### src/rtl/hazard_sb_pkg.sv
// Shared types and default sizing for the hazard unit and its multi-cycle scoreboard.
// Entry layout below is sized from these defaults; the modules default to the same values.
package hazard_pkg;

  localparam int NSRC_DEF  = 3;
  localparam int AW_DEF    = 4;
  localparam int NPEND_DEF = 2;
  localparam int MLAT_DEF  = 4;
  localparam int CW        = $clog2(MLAT_DEF + 1);

  typedef enum logic [1:0] {
    FWD_RF = 2'b00,
    FWD_W  = 2'b01,
    FWD_M  = 2'b10
  } fwd_sel_e;

  typedef struct packed {
    logic              valid;
    logic [AW_DEF-1:0] addr;
    logic [CW-1:0]     cnt;
  } sb_entry_t;

endpackage

### src/rtl/hazard_sb_if.sv
// Datapath <-> hazard unit bundle: master is the pipeline side, slave is hazard_sb.
// All signals are per-cycle levels; no handshake, outputs are combinational from inputs and state.
interface hazard_sb_if
  import hazard_pkg::*;
#(
  parameter int NSRC = NSRC_DEF,
  parameter int AW   = AW_DEF
) ();

  logic [NSRC*AW-1:0] RA_D;
  logic [NSRC*AW-1:0] RA_E;
  logic [NSRC-1:0]    UseD;
  logic [AW-1:0]      WA_D;
  logic [AW-1:0]      WA_E;
  logic               WrD;
  logic [AW-1:0]      WA_M;
  logic [AW-1:0]      WA_W;
  logic               RegWriteM;
  logic               RegWriteW;
  logic               MemtoRegE;
  logic               MulStartE;
  logic               MulIssueD;
  logic               BranchTakenE;
  logic               PCWrPendingF;
  logic               PCSrcW;

  logic [2*NSRC-1:0]  ForwardE;
  logic               StallF;
  logic               StallD;
  logic               FlushD;
  logic               FlushE;
  logic               MulWbValid;
  logic [AW-1:0]      MulWbAddr;
  logic               SbFull;

  modport master (
    output RA_D, RA_E, UseD, WA_D, WA_E, WrD, WA_M, WA_W, RegWriteM, RegWriteW,
           MemtoRegE, MulStartE, MulIssueD, BranchTakenE, PCWrPendingF, PCSrcW,
    input  ForwardE, StallF, StallD, FlushD, FlushE, MulWbValid, MulWbAddr, SbFull
  );

  modport slave (
    input  RA_D, RA_E, UseD, WA_D, WA_E, WrD, WA_M, WA_W, RegWriteM, RegWriteW,
           MemtoRegE, MulStartE, MulIssueD, BranchTakenE, PCWrPendingF, PCSrcW,
    output ForwardE, StallF, StallD, FlushD, FlushE, MulWbValid, MulWbAddr, SbFull
  );

endinterface

### src/rtl/hazard_sb_scoreboard.sv
// Tracks outstanding multi-cycle results: allocate on issue, count down, grant write port 2, flag RAW/WAW.
// Outputs are combinational from state and inputs; an ungranted ready entry simply holds at cnt 0.
module hazard_sb_scoreboard
  import hazard_pkg::*;
#(
  parameter int NSRC  = NSRC_DEF,
  parameter int AW    = AW_DEF,
  parameter int NPEND = NPEND_DEF,
  parameter int MLAT  = MLAT_DEF
) (
  input  logic                clk,
  input  logic                reset,
  input  logic                mul_start_i,
  input  logic [AW-1:0]       wa_e_i,
  input  logic                reg_write_w_i,
  input  logic [NSRC*AW-1:0]  ra_d_i,
  input  logic [NSRC-1:0]     use_d_i,
  input  logic [AW-1:0]       wa_d_i,
  input  logic                wr_d_i,
  output logic                hit_o,
  output logic                full_o,
  output logic                one_free_o,
  output logic                wb_valid_o,
  output logic [AW-1:0]       wb_addr_o
);

  sb_entry_t [NPEND-1:0] ent_q, ent_d;
  logic      [NPEND-1:0] valid, req, gnt, alloc;

  always_comb begin
    for (int i = 0; i < NPEND; i++) begin
      valid[i] = ent_q[i].valid;
      req[i]   = ent_q[i].valid && (ent_q[i].cnt == '0);
    end
    full_o     = &valid;
    one_free_o = ($countones(~valid) == 1);
  end

  // Write port 2 is shared with the W stage; only take it when W leaves it idle.
  always_comb begin
    logic found;
    gnt        = '0;
    wb_valid_o = 1'b0;
    wb_addr_o  = '0;
    found      = 1'b0;
    if (!reg_write_w_i) begin
      for (int i = 0; i < NPEND; i++) begin
        if (req[i] && !found) begin
          gnt[i]     = 1'b1;
          wb_valid_o = 1'b1;
          wb_addr_o  = ent_q[i].addr;
          found      = 1'b1;
        end
      end
    end
  end

  always_comb begin
    logic found;
    alloc = '0;
    found = 1'b0;
    for (int i = 0; i < NPEND; i++) begin
      if (mul_start_i && !valid[i] && !found) begin
        alloc[i] = 1'b1;
        found    = 1'b1;
      end
    end
  end

  // A granted entry still counts as a hazard this cycle: the value lands in the regfile at the edge.
  always_comb begin
    hit_o = 1'b0;
    for (int i = 0; i < NPEND; i++) begin
      if (ent_q[i].valid) begin
        for (int s = 0; s < NSRC; s++) begin
          if (use_d_i[s] && (ra_d_i[s*AW +: AW] == ent_q[i].addr)) hit_o = 1'b1;
        end
        if (wr_d_i && (wa_d_i == ent_q[i].addr)) hit_o = 1'b1;
      end
    end
  end

  always_comb begin
    ent_d = ent_q;
    for (int i = 0; i < NPEND; i++) begin
      if (gnt[i]) begin
        ent_d[i] = '0;
      end else if (ent_q[i].valid && (ent_q[i].cnt != '0)) begin
        ent_d[i].cnt = ent_q[i].cnt - 1'b1;
      end
      if (alloc[i]) begin
        ent_d[i].valid = 1'b1;
        ent_d[i].addr  = wa_e_i;
        ent_d[i].cnt   = CW'(MLAT - 1);
      end
    end
  end

  always_ff @(posedge clk) begin
    if (reset) ent_q <= '0;
    else       ent_q <= ent_d;
  end

  assert property (@(posedge clk) disable iff (reset) !(mul_start_i && full_o))
    else $error("multi-cycle op started with scoreboard full");

endmodule

### src/rtl/hazard_sb.sv
// Hazard unit: per-operand forwarding, load-use and scoreboard stalls, flushes, multi-cycle writeback slot.
// Zero latency: every output is combinational from the bus inputs and scoreboard state.
module hazard_sb
  import hazard_pkg::*;
#(
  parameter int NSRC  = NSRC_DEF,
  parameter int AW    = AW_DEF,
  parameter int NPEND = NPEND_DEF,
  parameter int MLAT  = MLAT_DEF
) (
  input  logic        clk,
  input  logic        reset,
  hazard_sb_if.slave  hz
);

  logic [2*NSRC-1:0] fwd;
  logic              ldr_stall, sb_stall, sb_hit, sb_full, sb_one_free;
  logic              wb_valid;
  logic [AW-1:0]     wb_addr;

  // M is younger than W, so its value wins when both match.
  always_comb begin
    fwd = '0;
    for (int i = 0; i < NSRC; i++) begin
      fwd_sel_e sel;
      sel = FWD_RF;
      if (hz.RegWriteM && (hz.RA_E[i*AW +: AW] == hz.WA_M))      sel = FWD_M;
      else if (hz.RegWriteW && (hz.RA_E[i*AW +: AW] == hz.WA_W)) sel = FWD_W;
      fwd[2*i +: 2] = sel;
    end
  end

  always_comb begin
    ldr_stall = 1'b0;
    for (int i = 0; i < NSRC; i++) begin
      if (hz.MemtoRegE && hz.UseD[i] && (hz.RA_D[i*AW +: AW] == hz.WA_E)) ldr_stall = 1'b1;
    end
  end

  hazard_sb_scoreboard #(
    .NSRC  (NSRC),
    .AW    (AW),
    .NPEND (NPEND),
    .MLAT  (MLAT)
  ) u_sb (
    .clk           (clk),
    .reset         (reset),
    .mul_start_i   (hz.MulStartE),
    .wa_e_i        (hz.WA_E),
    .reg_write_w_i (hz.RegWriteW),
    .ra_d_i        (hz.RA_D),
    .use_d_i       (hz.UseD),
    .wa_d_i        (hz.WA_D),
    .wr_d_i        (hz.WrD),
    .hit_o         (sb_hit),
    .full_o        (sb_full),
    .one_free_o    (sb_one_free),
    .wb_valid_o    (wb_valid),
    .wb_addr_o     (wb_addr)
  );

  // A new multi-cycle op in D needs a free slot after the one E may take this cycle.
  assign sb_stall = sb_hit | (hz.MulIssueD & (sb_full | (hz.MulStartE & sb_one_free)));

  assign hz.ForwardE   = fwd;
  assign hz.StallD     = ldr_stall | sb_stall;
  assign hz.StallF     = ldr_stall | sb_stall | hz.PCWrPendingF;
  assign hz.FlushE     = ldr_stall | sb_stall | hz.BranchTakenE;
  assign hz.FlushD     = hz.PCWrPendingF | hz.PCSrcW | hz.BranchTakenE;
  assign hz.MulWbValid = wb_valid;
  assign hz.MulWbAddr  = wb_addr;
  assign hz.SbFull     = sb_full;

endmodule
### src/flat_wrapper.sv
// flat-port wrapper written by rule: the top's interface ports become plain ports
module hazard_sb_flat import hazard_pkg::*;
#(
  parameter int NSRC  = NSRC_DEF,
  parameter int AW    = AW_DEF,
  parameter int NPEND = NPEND_DEF,
  parameter int MLAT  = MLAT_DEF
)
  (clk, reset, hz_RA_D, hz_RA_E, hz_UseD, hz_WA_D, hz_WA_E, hz_WrD, hz_WA_M, hz_WA_W, hz_RegWriteM, hz_RegWriteW, hz_MemtoRegE, hz_MulStartE, hz_MulIssueD, hz_BranchTakenE, hz_PCWrPendingF, hz_PCSrcW, hz_ForwardE, hz_StallF, hz_StallD, hz_FlushD, hz_FlushE, hz_MulWbValid, hz_MulWbAddr, hz_SbFull);
  hazard_sb_if #(.NSRC(NSRC), .AW(AW)) hz_i ();
  input  logic clk;
  input  logic reset;
  input wire logic [$bits(hz_i.RA_D)-1:0] hz_RA_D;
  input wire logic [$bits(hz_i.RA_E)-1:0] hz_RA_E;
  input wire logic [$bits(hz_i.UseD)-1:0] hz_UseD;
  input wire logic [$bits(hz_i.WA_D)-1:0] hz_WA_D;
  input wire logic [$bits(hz_i.WA_E)-1:0] hz_WA_E;
  input wire logic [$bits(hz_i.WrD)-1:0] hz_WrD;
  input wire logic [$bits(hz_i.WA_M)-1:0] hz_WA_M;
  input wire logic [$bits(hz_i.WA_W)-1:0] hz_WA_W;
  input wire logic [$bits(hz_i.RegWriteM)-1:0] hz_RegWriteM;
  input wire logic [$bits(hz_i.RegWriteW)-1:0] hz_RegWriteW;
  input wire logic [$bits(hz_i.MemtoRegE)-1:0] hz_MemtoRegE;
  input wire logic [$bits(hz_i.MulStartE)-1:0] hz_MulStartE;
  input wire logic [$bits(hz_i.MulIssueD)-1:0] hz_MulIssueD;
  input wire logic [$bits(hz_i.BranchTakenE)-1:0] hz_BranchTakenE;
  input wire logic [$bits(hz_i.PCWrPendingF)-1:0] hz_PCWrPendingF;
  input wire logic [$bits(hz_i.PCSrcW)-1:0] hz_PCSrcW;
  output wire logic [$bits(hz_i.ForwardE)-1:0] hz_ForwardE;
  output wire logic [$bits(hz_i.StallF)-1:0] hz_StallF;
  output wire logic [$bits(hz_i.StallD)-1:0] hz_StallD;
  output wire logic [$bits(hz_i.FlushD)-1:0] hz_FlushD;
  output wire logic [$bits(hz_i.FlushE)-1:0] hz_FlushE;
  output wire logic [$bits(hz_i.MulWbValid)-1:0] hz_MulWbValid;
  output wire logic [$bits(hz_i.MulWbAddr)-1:0] hz_MulWbAddr;
  output wire logic [$bits(hz_i.SbFull)-1:0] hz_SbFull;
  assign hz_i.RA_D = hz_RA_D;
  assign hz_i.RA_E = hz_RA_E;
  assign hz_i.UseD = hz_UseD;
  assign hz_i.WA_D = hz_WA_D;
  assign hz_i.WA_E = hz_WA_E;
  assign hz_i.WrD = hz_WrD;
  assign hz_i.WA_M = hz_WA_M;
  assign hz_i.WA_W = hz_WA_W;
  assign hz_i.RegWriteM = hz_RegWriteM;
  assign hz_i.RegWriteW = hz_RegWriteW;
  assign hz_i.MemtoRegE = hz_MemtoRegE;
  assign hz_i.MulStartE = hz_MulStartE;
  assign hz_i.MulIssueD = hz_MulIssueD;
  assign hz_i.BranchTakenE = hz_BranchTakenE;
  assign hz_i.PCWrPendingF = hz_PCWrPendingF;
  assign hz_i.PCSrcW = hz_PCSrcW;
  assign hz_ForwardE = hz_i.ForwardE;
  assign hz_StallF = hz_i.StallF;
  assign hz_StallD = hz_i.StallD;
  assign hz_FlushD = hz_i.FlushD;
  assign hz_FlushE = hz_i.FlushE;
  assign hz_MulWbValid = hz_i.MulWbValid;
  assign hz_MulWbAddr = hz_i.MulWbAddr;
  assign hz_SbFull = hz_i.SbFull;
  hazard_sb #(.NSRC(NSRC), .AW(AW), .NPEND(NPEND), .MLAT(MLAT)) u_core (.clk(clk), .reset(reset), .hz(hz_i));
endmodule
### config.mk
export PLATFORM = sky130hd
export DESIGN_NAME = hazard_sb_flat
export DESIGN_NICKNAME = d
export VERILOG_FILES = /design/src/rtl/hazard_sb_pkg.sv /design/src/rtl/hazard_sb_if.sv /design/src/rtl/hazard_sb_scoreboard.sv /design/src/rtl/hazard_sb.sv /design/src/flat_wrapper.sv
export SDC_FILE = /design/constraint.sdc
export NUM_CORES = 1
export LEC_CHECK = 0
export CAP_MARGIN = 5
export CORE_MARGIN = 2
export CORE_UTILIZATION = 43
export DETAILED_ROUTE_END_ITERATION = 8
export PLACE_DENSITY = 0.8
export SLEW_MARGIN = 5
export SYNTH_ARGS = -nofsm -noshare
export SYNTH_HDL_FRONTEND = slang
export SYNTH_HIERARCHICAL = 1
export SYNTH_SLANG_ARGS = --single-unit
### constraint.sdc
create_clock -name clk -period 2.3 [get_ports clk]
set_clock_uncertainty 0.2 [all_clocks]
set_input_delay 0.46 -clock clk [delete_from_list [all_inputs] [get_ports clk]]
set_output_delay 0.46 -clock clk [all_outputs]
set_load 0.01 [all_outputs]
==> flow_summary.ini <==
[outcome]
status = finished with violations
violations = setup timing

[logic_synthesis]
synth_seq_cells = 16
async_flop_share = 0
syn_inst = 223
synth_area_mm2 = 0.00168
ys_warn_count = 6
yosysTopAreaCell = xor2_1
synth.net_count = 282
synth_commonest_cells = xor2_1 (46), nand2_1 (19), xnor2_1 (19), nand3_1 (17), dfxtp_1 (16)
synth-seq-area-share = 0.190
synth_top_area_share = 0.240
synthFlopType = dfxtp_1
yosysMostFrequentCell = xor2_1
synth-edff-count = 0
synth_cell_type_count = 34
avgSynthCellArea_um2 = 7.54
synth.area.top_cells = xor2_1 (24%), dfxtp_1 (19%), xnor2_1 (9.9%)

[sta]
final.period_utilization = 1.16
maxSlewViolCount = 0
hold_viol = 0
slew-limit-headroom = 0.593
rsz0062_at_grt = true
finalSetupViolations = 9
worst_pin_slew_ns = 0.608
fmax_ghz = 0.375
timing.final.crit_period_ns = 2.67
final.setup.worst_slack_ns = -0.367

[finish]
n_fill_cell = 266
fin_area_mm2 = 0.00295
layout-drive-gt1-share = 0.366
area_delta_synth_final_pct = 75.2
nets = 407
diodes = 0
top_register = u_core/u_sb/ent_q
reg.largest.list = u_core/u_sb/ent_q: 16 flops
largest_reg_flops = 16

[clock_network]
cts-root-buf = clkbuf_8
htreeDepth = 1
cts_tree = built
postCtsHoldBufs = 0
cts_max_path_buffers = 2
insertion_delay_ns = 0.25
clk_pin_slew_ns = 0.07
cts_buffers = 3
cts.sinks = 16

[route]
dr.pass1.iters = 5
first_iter_violations = 170
avgRoutedWirePerCell_um = 15.1
wirelength_um = 5960
avgViaCountPerCell = 5.32
postRouteAntennaNets = 0
drc_errors = 0
vias = 2100

[global_routing]
antenna_found_initial = 0
busiest_layer = met2
met2_usage = 0.474
grt_start_max_net_pins = 17
grtUsageMet3 = 0.0422
grt_overflow = 0
grt_pass1_wl_um = 8850
use_met1 = 0.304
grt_usage = 0.258
grt_pass1_vias = 1992

[power]
p_per_area_mw_per_mm2 = 370
p_leak_nw = 1.40
ir_worst_vdd_uv = 319
report.power.total_mw = 1.09

[floorplanning]
die-area_mm2 = 0.00443
io_pins = 70
die_h_um = 66.5
start_util = 0.453
coreArea_mm2 = 0.00372
core.rowCount = 22
die_x_um = 66.5

[worst_setup_path]
end_kind = primary output
critPathLaunchType = input pin
critical_path_arrival_ns = 2.01
worst-path-max-fanout = 3
cp_data_required_time_ns = 1.64
crit_type = input pin to primary output

[placed_design]
post_dp_cell_area_mm2 = 0.00276
place_hpwl_um = 4360
dp_slack_ns = -1.01
portBuffers = 69
place.gp.congestion = 0.972

[worst_hold_path]
hold_path.class = register to register

[flow_run]
maxCapViolations = 0
==> cell usage in the layout (no fill, tap or decap), types with 6 or more instances in the layout <==
cell type	count
nor2_1	11
buf_4	60
dlygate4sd2_1	24
nor3_1	14
dfxtp_1	6
nand2_1	17
o21ai_0	6
nand3_1	17
clkdlybuf4s50_1	12
buf_2	16
dfxtp_2	6
xnor2_1	18
buf_6	7
a21oi_1	14
xor2_1	41
==> kinds of logic after synthesis <==
family,share of synthesized area
AOI/OAI and AO/OA,0.120
adders and majority gates,0.0372
and+or+nand+nor,0.257
xor gates and xnor gates,0.339
DFF,0.190
buffers and inverters,0.0513
muxes,0.00595
==> final timing paths <==
kind / startpoint / endpoint / slack [ns] / cells after the start
worst min-delay path: u_core/u_sb/ent_q[1] / u_core/u_sb/ent_q[1] / 0.30 / 2
worst min register to register: u_core/u_sb/ent_q[1] / u_core/u_sb/ent_q[1] / 0.30 / 2
worst max register to register: u_core/u_sb/ent_q[9] / u_core/u_sb/ent_q[10] / 0.14 / 14
worst max-delay path: hz_RA_D[1] / hz_FlushE / -0.37 / 9
==> per-layer routing <==
metal,share of wire,routed length (um)
met1,0.40,2400
met2,0.49,2930
met3,0.084,503
met4,0.021,125
met5,0,0
==> what timing repair did <==
action	CTS	global route
pin swaps	25	23
buffers inserted	15	3
gates resized for setup	144	36
endpoints found under the setup margin	15	14
==> critical path, cell delays in order <==
cell and delay [ns]:
dlygate4sd2_1 0.29, xnor2_1 0.15, a31oi_1 0.19, nand3_1 0.12
a22o_1 0.19, a21oi_1 0.11, nand4_1 0.12, or2_1 0.24
buf_2 0.14
==> final cells by class <==
cell class | instances | area (um^2) | share of cell area
multi-input cells | 187 | 1400 | 0.476
flip-flops and latches | 16 | 343 | 0.116
repair buffers | 132 | 1050 | 0.358
clock buffers | 4 | 55.1 | 0.0187
well taps | 48 | 60.1 | 0.0204
inverters | 8 | 32.5 | 0.0110
==> report_power, final <==
group | total, mW | internal [mW] | switching [mW]
clock | 0.250 | 0.152 | 0.0984
combinational | 0.518 | 0.282 | 0.236
sequential | 0.322 | 0.296 | 0.0264
==> stage by stage <==
step	utilization	cells	hold slack, ns	TNS [ns]
after floorplan	-	223	0.254	0
after global placement	0.744	378	0.270	-9.44
after detailed placement	0.744	378	0.289	-9.66
after CTS	0.789	397	0.304	-1.86
after global routing	0.793	395	0.345	-2.35
final	0.793	395	0.304	-1.72
Note: power is estimated with default switching activity, not from simulation.
